<file path="config.mk">
export PLATFORM = sky130hd
export DESIGN_NAME = can_rx
export DESIGN_NICKNAME = d
export VERILOG_FILES = /design/src/rtl/can_rx.sv
export SDC_FILE = /design/constraint.sdc
export NUM_CORES = 1
export LEC_CHECK = 0
export ABC_AREA = 1
export BUFFER_PORTS_ARGS = -buffer_cell sky130_fd_sc_hd__buf_2
export CORE_UTILIZATION = 40
export CTS_BUF_LIST = sky130_fd_sc_hd__clkbuf_4 sky130_fd_sc_hd__clkbuf_8
export CTS_CLUSTER_DIAMETER = 120
export DETAILED_ROUTE_END_ITERATION = 12
export GPL_TIMING_DRIVEN = 0
export HOLD_SLACK_MARGIN = 0.06
export PLACE_DENSITY = 0.55
export SLEW_MARGIN = 15
export SYNTH_ARGS = -nofsm -noshare
export SYNTH_HDL_FRONTEND = slang
export SYNTH_SLANG_ARGS = --single-unit
</file>
<file path="constraint.sdc">
create_clock -name clk -period 2.64 [get_ports clk]
set_clock_uncertainty 0.2 [all_clocks]
set_input_delay 0.132 -clock clk [delete_from_list [all_inputs] [get_ports clk]]
set_output_delay 0.132 -clock clk [all_outputs]
set_load 0.02 [all_outputs]
</file>
<file path="src/rtl/can_rx.sv">
// CAN 2.0A receiver: bus sampling, destuffing, frame parsing, CRC-15 check and ACK drive.
// Optional acceptance filtering is enabled by defining ADDR_FILTER_EN.
module can_rx #(
  parameter int unsigned IDLE_BITS   = 11,
  parameter logic [10:0] FILTER_ID   = 11'h000,
  parameter logic [10:0] FILTER_MASK = 11'h000
) (
  input  logic        clk,
  input  logic        rst,
  input  logic        baud_clk,
  input  logic        rx,
  output logic [10:0] address,
  output logic [3:0]  dlc,
  output logic [63:0] data,
  output logic        rtr,
  output logic        rx_valid,
  output logic        rxing,
  output logic        ack_drive,
  output logic        crc_err,
  output logic        stuff_err,
  output logic        form_err
);

  typedef enum logic [3:0] {
    IDLE, ARB, CTRL, DATA, CRC, CRC_DEL, ACK, ACK_DEL, EOF, WAIT_IDLE
  } state_t;

  localparam logic [15:0] IDLE_LIM = 16'(IDLE_BITS);

  state_t      state, state_n;
  logic        baud_s1, baud_s2, baud_d, rx_s1, rx_s2;
  logic        strobe, smp, stuff_win, fail_form, fail_stuff, accept;
  logic [6:0]  cnt, cnt_n, nbits, nbits_n, nb;
  logic        run_val, run_val_n;
  logic [2:0]  run_cnt, run_cnt_n;
  logic [15:0] idle_cnt, idle_cnt_n;
  logic [10:0] id_sr, id_sr_n, address_n;
  logic        rtr_sr, rtr_sr_n, rtr_n;
  logic [3:0]  dlc_sr, dlc_sr_n, dlc_n;
  logic [63:0] data_sr, data_sr_n, data_n;
  logic [14:0] crc_calc, crc_calc_n, crc_rx, crc_rx_n;
  logic        crc_ok, crc_ok_n;
  logic        rx_valid_n, ack_drive_n, crc_err_n, stuff_err_n, form_err_n;

  function automatic logic [14:0] crc_step(input logic [14:0] c, input logic b);
    logic [14:0] s;
    s = {c[13:0], 1'b0};
    if (b ^ c[14]) s = s ^ 15'h4599;
    return s;
  endfunction

`ifdef ADDR_FILTER_EN
  assign accept = ((id_sr & FILTER_MASK) == (FILTER_ID & FILTER_MASK));
`else
  logic filter_unused;
  assign filter_unused = ^{FILTER_ID, FILTER_MASK};
  assign accept = 1'b1;
`endif

  assign strobe    = baud_s2 & ~baud_d;
  assign smp       = rx_s2;
  assign rxing     = (state != IDLE);
  // The CRC delimiter is outside the destuffing window, so a run of five
  // ending on the last CRC bit is not followed by a stuff bit.
  assign stuff_win = (state == ARB) || (state == CTRL) || (state == DATA) || (state == CRC);

  always_comb begin
    state_n     = state;
    cnt_n       = cnt;
    nbits_n     = nbits;
    run_val_n   = run_val;
    run_cnt_n   = run_cnt;
    idle_cnt_n  = idle_cnt;
    id_sr_n     = id_sr;
    rtr_sr_n    = rtr_sr;
    dlc_sr_n    = dlc_sr;
    data_sr_n   = data_sr;
    crc_calc_n  = crc_calc;
    crc_rx_n    = crc_rx;
    crc_ok_n    = crc_ok;
    address_n   = address;
    dlc_n       = dlc;
    data_n      = data;
    rtr_n       = rtr;
    rx_valid_n  = 1'b0;
    ack_drive_n = ack_drive;
    crc_err_n   = crc_err;
    stuff_err_n = stuff_err;
    form_err_n  = form_err;
    fail_form   = 1'b0;
    fail_stuff  = 1'b0;
    nb          = '0;

    if (strobe) begin
      if (stuff_win && run_cnt == 3'd5) begin
        fail_stuff = (smp == run_val);
        run_val_n  = smp;
        run_cnt_n  = 3'd1;
      end else begin
        if (smp == run_val && run_cnt != 3'd5) begin
          run_cnt_n = run_cnt + 3'd1;
        end else begin
          run_val_n = smp;
          run_cnt_n = 3'd1;
        end

        case (state)
          IDLE: begin
            if (!smp) begin
              state_n     = ARB;
              cnt_n       = '0;
              run_val_n   = 1'b0;
              run_cnt_n   = 3'd1;
              id_sr_n     = '0;
              rtr_sr_n    = 1'b0;
              dlc_sr_n    = '0;
              data_sr_n   = '0;
              crc_calc_n  = '0;
              crc_rx_n    = '0;
              crc_ok_n    = 1'b0;
              crc_err_n   = 1'b0;
              stuff_err_n = 1'b0;
              form_err_n  = 1'b0;
            end
          end
          ARB: begin
            crc_calc_n = crc_step(crc_calc, smp);
            if (cnt == 7'd11) begin
              rtr_sr_n = smp;
              state_n  = CTRL;
              cnt_n    = '0;
            end else begin
              id_sr_n = {id_sr[9:0], smp};
              cnt_n   = cnt + 7'd1;
            end
          end
          CTRL: begin
            crc_calc_n = crc_step(crc_calc, smp);
            cnt_n      = cnt + 7'd1;
            if (cnt == 7'd0) begin
              fail_form = smp;
            end else if (cnt != 7'd1) begin
              dlc_sr_n = {dlc_sr[2:0], smp};
              if (cnt == 7'd5) begin
                nb      = rtr_sr ? 7'd0
                        : (dlc_sr_n[3] ? 7'd64 : {1'b0, dlc_sr_n[2:0], 3'b000});
                nbits_n = nb;
                cnt_n   = '0;
                state_n = (nb == 7'd0) ? CRC : DATA;
              end
            end
          end
          DATA: begin
            crc_calc_n = crc_step(crc_calc, smp);
            data_sr_n  = {data_sr[62:0], smp};
            if (cnt == nbits - 7'd1) begin
              state_n = CRC;
              cnt_n   = '0;
            end else begin
              cnt_n = cnt + 7'd1;
            end
          end
          CRC: begin
            crc_rx_n = {crc_rx[13:0], smp};
            if (cnt == 7'd14) begin
              state_n = CRC_DEL;
              cnt_n   = '0;
            end else begin
              cnt_n = cnt + 7'd1;
            end
          end
          CRC_DEL: begin
            if (!smp) begin
              fail_form = 1'b1;
            end else begin
              state_n     = ACK;
              crc_ok_n    = (crc_rx == crc_calc);
              ack_drive_n = (crc_rx == crc_calc);
              crc_err_n   = (crc_rx != crc_calc);
            end
          end
          ACK: begin
            ack_drive_n = 1'b0;
            state_n     = ACK_DEL;
          end
          ACK_DEL: begin
            fail_form = ~smp;
            state_n   = EOF;
            cnt_n     = '0;
          end
          EOF: begin
            fail_form = ~smp;
            if (cnt == 7'd6) begin
              state_n = IDLE;
              if (crc_ok && accept) begin
                address_n  = id_sr;
                dlc_n      = dlc_sr;
                data_n     = data_sr;
                rtr_n      = rtr_sr;
                rx_valid_n = 1'b1;
              end
            end else begin
              cnt_n = cnt + 7'd1;
            end
          end
          WAIT_IDLE: begin
            if (smp) begin
              if (idle_cnt + 16'd1 >= IDLE_LIM) state_n = IDLE;
              idle_cnt_n = idle_cnt + 16'd1;
            end else begin
              idle_cnt_n = '0;
            end
          end
          default: state_n = IDLE;
        endcase
      end

      if (fail_form || fail_stuff) begin
        form_err_n  = form_err | fail_form;
        stuff_err_n = stuff_err | fail_stuff;
        rx_valid_n  = 1'b0;
        ack_drive_n = 1'b0;
        idle_cnt_n  = '0;
        state_n     = WAIT_IDLE;
      end
    end
  end

  always_ff @(posedge clk or negedge rst) begin
    if (!rst) begin
      baud_s1   <= 1'b0;
      baud_s2   <= 1'b0;
      baud_d    <= 1'b0;
      rx_s1     <= 1'b1;
      rx_s2     <= 1'b1;
      state     <= IDLE;
      cnt       <= '0;
      nbits     <= '0;
      run_val   <= 1'b0;
      run_cnt   <= '0;
      idle_cnt  <= '0;
      id_sr     <= '0;
      rtr_sr    <= 1'b0;
      dlc_sr    <= '0;
      data_sr   <= '0;
      crc_calc  <= '0;
      crc_rx    <= '0;
      crc_ok    <= 1'b0;
      address   <= '0;
      dlc       <= '0;
      data      <= '0;
      rtr       <= 1'b0;
      rx_valid  <= 1'b0;
      ack_drive <= 1'b0;
      crc_err   <= 1'b0;
      stuff_err <= 1'b0;
      form_err  <= 1'b0;
    end else begin
      baud_s1   <= baud_clk;
      baud_s2   <= baud_s1;
      baud_d    <= baud_s2;
      rx_s1     <= rx;
      rx_s2     <= rx_s1;
      state     <= state_n;
      cnt       <= cnt_n;
      nbits     <= nbits_n;
      run_val   <= run_val_n;
      run_cnt   <= run_cnt_n;
      idle_cnt  <= idle_cnt_n;
      id_sr     <= id_sr_n;
      rtr_sr    <= rtr_sr_n;
      dlc_sr    <= dlc_sr_n;
      data_sr   <= data_sr_n;
      crc_calc  <= crc_calc_n;
      crc_rx    <= crc_rx_n;
      crc_ok    <= crc_ok_n;
      address   <= address_n;
      dlc       <= dlc_n;
      data      <= data_n;
      rtr       <= rtr_n;
      rx_valid  <= rx_valid_n;
      ack_drive <= ack_drive_n;
      crc_err   <= crc_err_n;
      stuff_err <= stuff_err_n;
      form_err  <= form_err_n;
    end
  end

endmodule

</file>
==> flow_summary.ini <==
[route]
wirelength_mm = 22.4
vias = 7651
wl_per_cell_um = 14.1
ant_nets = 0
drtPass1Iterations = 5
drc_errors = 0
drt_iter0_markers = 477
viasPerCell = 4.82

[worst_setup_path]
r2r-start = rx_s2
critPathCaptureType = register
reg2reg_depth = 10
regToRegSetupSlack_ns = 0.19
crit_path_start_kind = register
crit_type = reg -> reg
arrival_ns = 2.66
crit_required_ns = 2.85
crit_fanout = 10
r2r-end = crc_rx[2]
startpoint = rx_s2

[placed_design]
dp.cells = 1507
port_buffers = 89
post-dp-hpwl_mm = 15.1
place.gp.congestion = 0.812
dpl-instance-area_sq_um = 11200

[synth]
synth_compound_gate_area_share_pct = 14.4
yosys.area_share.simple_pct = 15.8
synth.avg_cell_area_sq_um = 9.47
netlist-cell-type-count = 46
ys_async_sr_fraction_pct = 100
syn-cell-area_sq_um = 10300
synth_top_family_by_area = simple AND/OR/NAND/NOR gates
yosys-mux-area-fraction_pct = 0
synth_edf_count = 0
synthAdderAreaFrac_pct = 1.10
syn_inst = 1086
syn-num-nets = 1099
ys.flop_type = dfrtp_1
ys_seq_area_share_pct = 57.5
ys_ff_latch = 236
ys_warn_count = 0
synth-xor-area-share_pct = 2.56

[pwr]
power.share.clock_pct = 38.0
intPower_mw = 6.59
p_leak_nw = 5.83
p_sw_mw = 2.96
pwr-share-seq_pct = 42.5
p_per_area_nw_per_um2 = 780
switching_share_pct = 31.0
combPwrFrac_pct = 19.6
ir_worst_vdd_mv = 0.345

[timing]
hold_viol_final = 0
rsz0062_at_grt = no
tightest_slew_ns = 0.877
fin_hold_ws_ns = 0.151
setup_violations = 0
fmax_mhz = 407
fin_setup_tns_ns = 0
final_max_slew_viol_count = 0
slew_headroom_pct = 41.1
fin_crit_sh_pct = 93.0
min_period_ns = 2.45

[cells_and_area]
stdcell_count = 1588
nNetsFinal = 1241
fin_area_sq_um = 12200
syn2layout_area_growth_pct = 19.0
layout-drive-gt1-share_pct = 20.9
final_util_pct = 48.6
n_antenna_cell = 0

[worst_hold_path]
min_path_cells = 0
hold_class = reg -> reg
min_to = baud_s2
min_from = baud_s1

[clock_network]
clk_pin_slew_worst_paths_ns = 0.05
htreeDepth = 2
clockRootBuffer = clkbuf_8
post_cts_buffers = 0
cts_tree = built
clkLatencyLatePin_ns = 0.56
cts_buffers = 42
clockBufferDepth = 3
numClockSinks = 236

[floorplan]
initial_core_util_pct = 40.8
die_x_um = 162
ioPinCount = 90
die_y_um = 162
placementRows = 58
dieArea_sq_um = 26400
core_sq_um = 25200

[job]
cap_viol_max_count = 0

[outcome]
status = complete, no violations

[global_route]
grt_max_degree = 102
antenna_found_initial = 0
groute.usage.overall_pct = 17.5
grt_pass1_vias = 7319
globalRouteOverflowTotal = 0
grt_pass1_wl_mm = 37.2
worst max path at each step:
stage,slack [ns],end,depth (start not counted)
finish,0.19,crc_rx[2],10
global route,0.04,data[29],12
CTS,0.004,rtr,9
detailed placement,-0.29,data_sr[20],9
global placement,-3.10,idle_cnt[14],1
floorplan,0.45,data_sr[14],9
cell usage after synthesis, types with 10 or more instances:
| library cell | instances | area, sq um |
|---|---|---|
| xor2_1 | 17 | 149 |
| o22ai_1 | 96 | 601 |
| xnor2_1 | 13 | 114 |
| o21ai_2 | 10 | 87.6 |
| dfrtp_1 | 234 | 5860 |
| nand2_2 | 16 | 100 |
| nand3_1 | 34 | 170 |
| nor3_1 | 13 | 65.1 |
| buf_2 | 18 | 90.1 |
| nand4_1 | 11 | 68.8 |
| o21ai_0 | 116 | 581 |
| nand2_1 | 199 | 747 |
| inv_1 | 159 | 597 |
| clkbuf_1 | 12 | 45.0 |
| nor2_1 | 55 | 206 |
what timing repair did:
item                                   in CTS  in global routing
hold buffers                                7                  0
endpoints found under the hold margin     140                  0
resized for setup                           4                  6
cloned                                      0                  0
pin swaps                                   0                  0
setup endpoints to repair                 100                142
cells in the final DEF, fill, tap and decap left out, types with 3 or more instances in the layout:
master         netlist  routed
dfrtp_1            234     234
nand2_1            199     199
inv_1              159     159
o21ai_0            116     116
buf_2               18     106
o22ai_1             96      96
clkbuf_8             0      58
nor2_1              55      55
nand3_1             34      34
xor2_1              17      17
nand2_2             16      16
clkbuf_4             1      13
xnor2_1             13      13
nor3_1              13      12
clkbuf_1            12      11
nand4_1             11      11
o21ai_2             10      10
buf_6                9       9
ha_1                 9       9
inv_2                7       7
nor2_4               5       6
a21oi_1              6       6
dlygate4sd3_1        0       6
nor2_2               5       4
o22ai_2              4       4
nand2_4              3       3
o41ai_1              3       3
inv_6                1       3
through the flow:
| step | worst slack, ns | power, mW |
|---|---|---|
| after global placement | -3.10 | 5.96 |
| after floorplan | 0.454 | 5.47 |
| after detailed placement | -0.293 | 5.98 |
| after global routing | 0.0449 | 10.1 |
| final | 0.186 | 9.55 |
| after CTS | 0.00377 | 9.68 |
state kept, by name (all words and copies together), names as in the netlist, 3 cells and up:
register  flops
crc_calc     15
dlc_sr        4
dlc           4
data_sr      64
run_cnt       3
nbits         4
cnt           7
data         64
id_sr        11
crc_rx       15
state         4
address      11
idle_cnt     16
layout make-up:
type                            count  area, sq um
Tap cell                          330          413
Clock buffer                       68          873
Clock inverter                      6         51.3
Timing Repair Buffer               98          591
Buffer                             43          268
Sequential cell                   236         5910
Fill cell                        2373        12900
Inverter                          168          638
Multi-Input combinational cell    639         3500
power by group through the flow:
stage	Clock (mW)	Combinational, mW	Sequential [mW]
4_1_cts	3.74	1.89	4.05
5_1_grt	3.90	2.12	4.09
3_3_place_gp	0	1.84	4.12
3_5_place_dp	0	1.87	4.12
2_1_floorplan	0	1.37	4.10
6_report	3.63	1.87	4.05
layer usage:
| layer | wire [um] | GRT usage, % | share of wire [%] | vias up |
|---|---|---|---|---|
| met1 | 10900 | 24.3 | 49 | 3615 |
| met5 | 0 | 0 | 0 | - |
| met4 | 610 | 6.26 | 2.7 | 0 |
| li1 | - | - | - | 3850 |
| met3 | 1010 | 3.72 | 4.5 | 49 |
| met2 | 9810 | 26.9 | 44 | 137 |
critical path: stages, from the launching register on:
cell and delay [ns]:
dfstp_2 0.51, buf_2 0.30, inv_4 0.14, nor2_2 0.25, nor2_4 0.07, inv_2 0.11
buf_6 0.16, nor2_4 0.06, nand2_2 0.12, buf_2 0.26, o22ai_1 0.10
kinds of logic after synthesis:
kind of cell             Yosys count
flip-flops                       236
XOR/XNOR                          30
adder cells (fa/ha/maj)            9
buffers and inverters            211
AO/OA/AOI/OAI                    247
AND/OR/NAND/NOR                  353
Power figures use the tool's default switching activity.
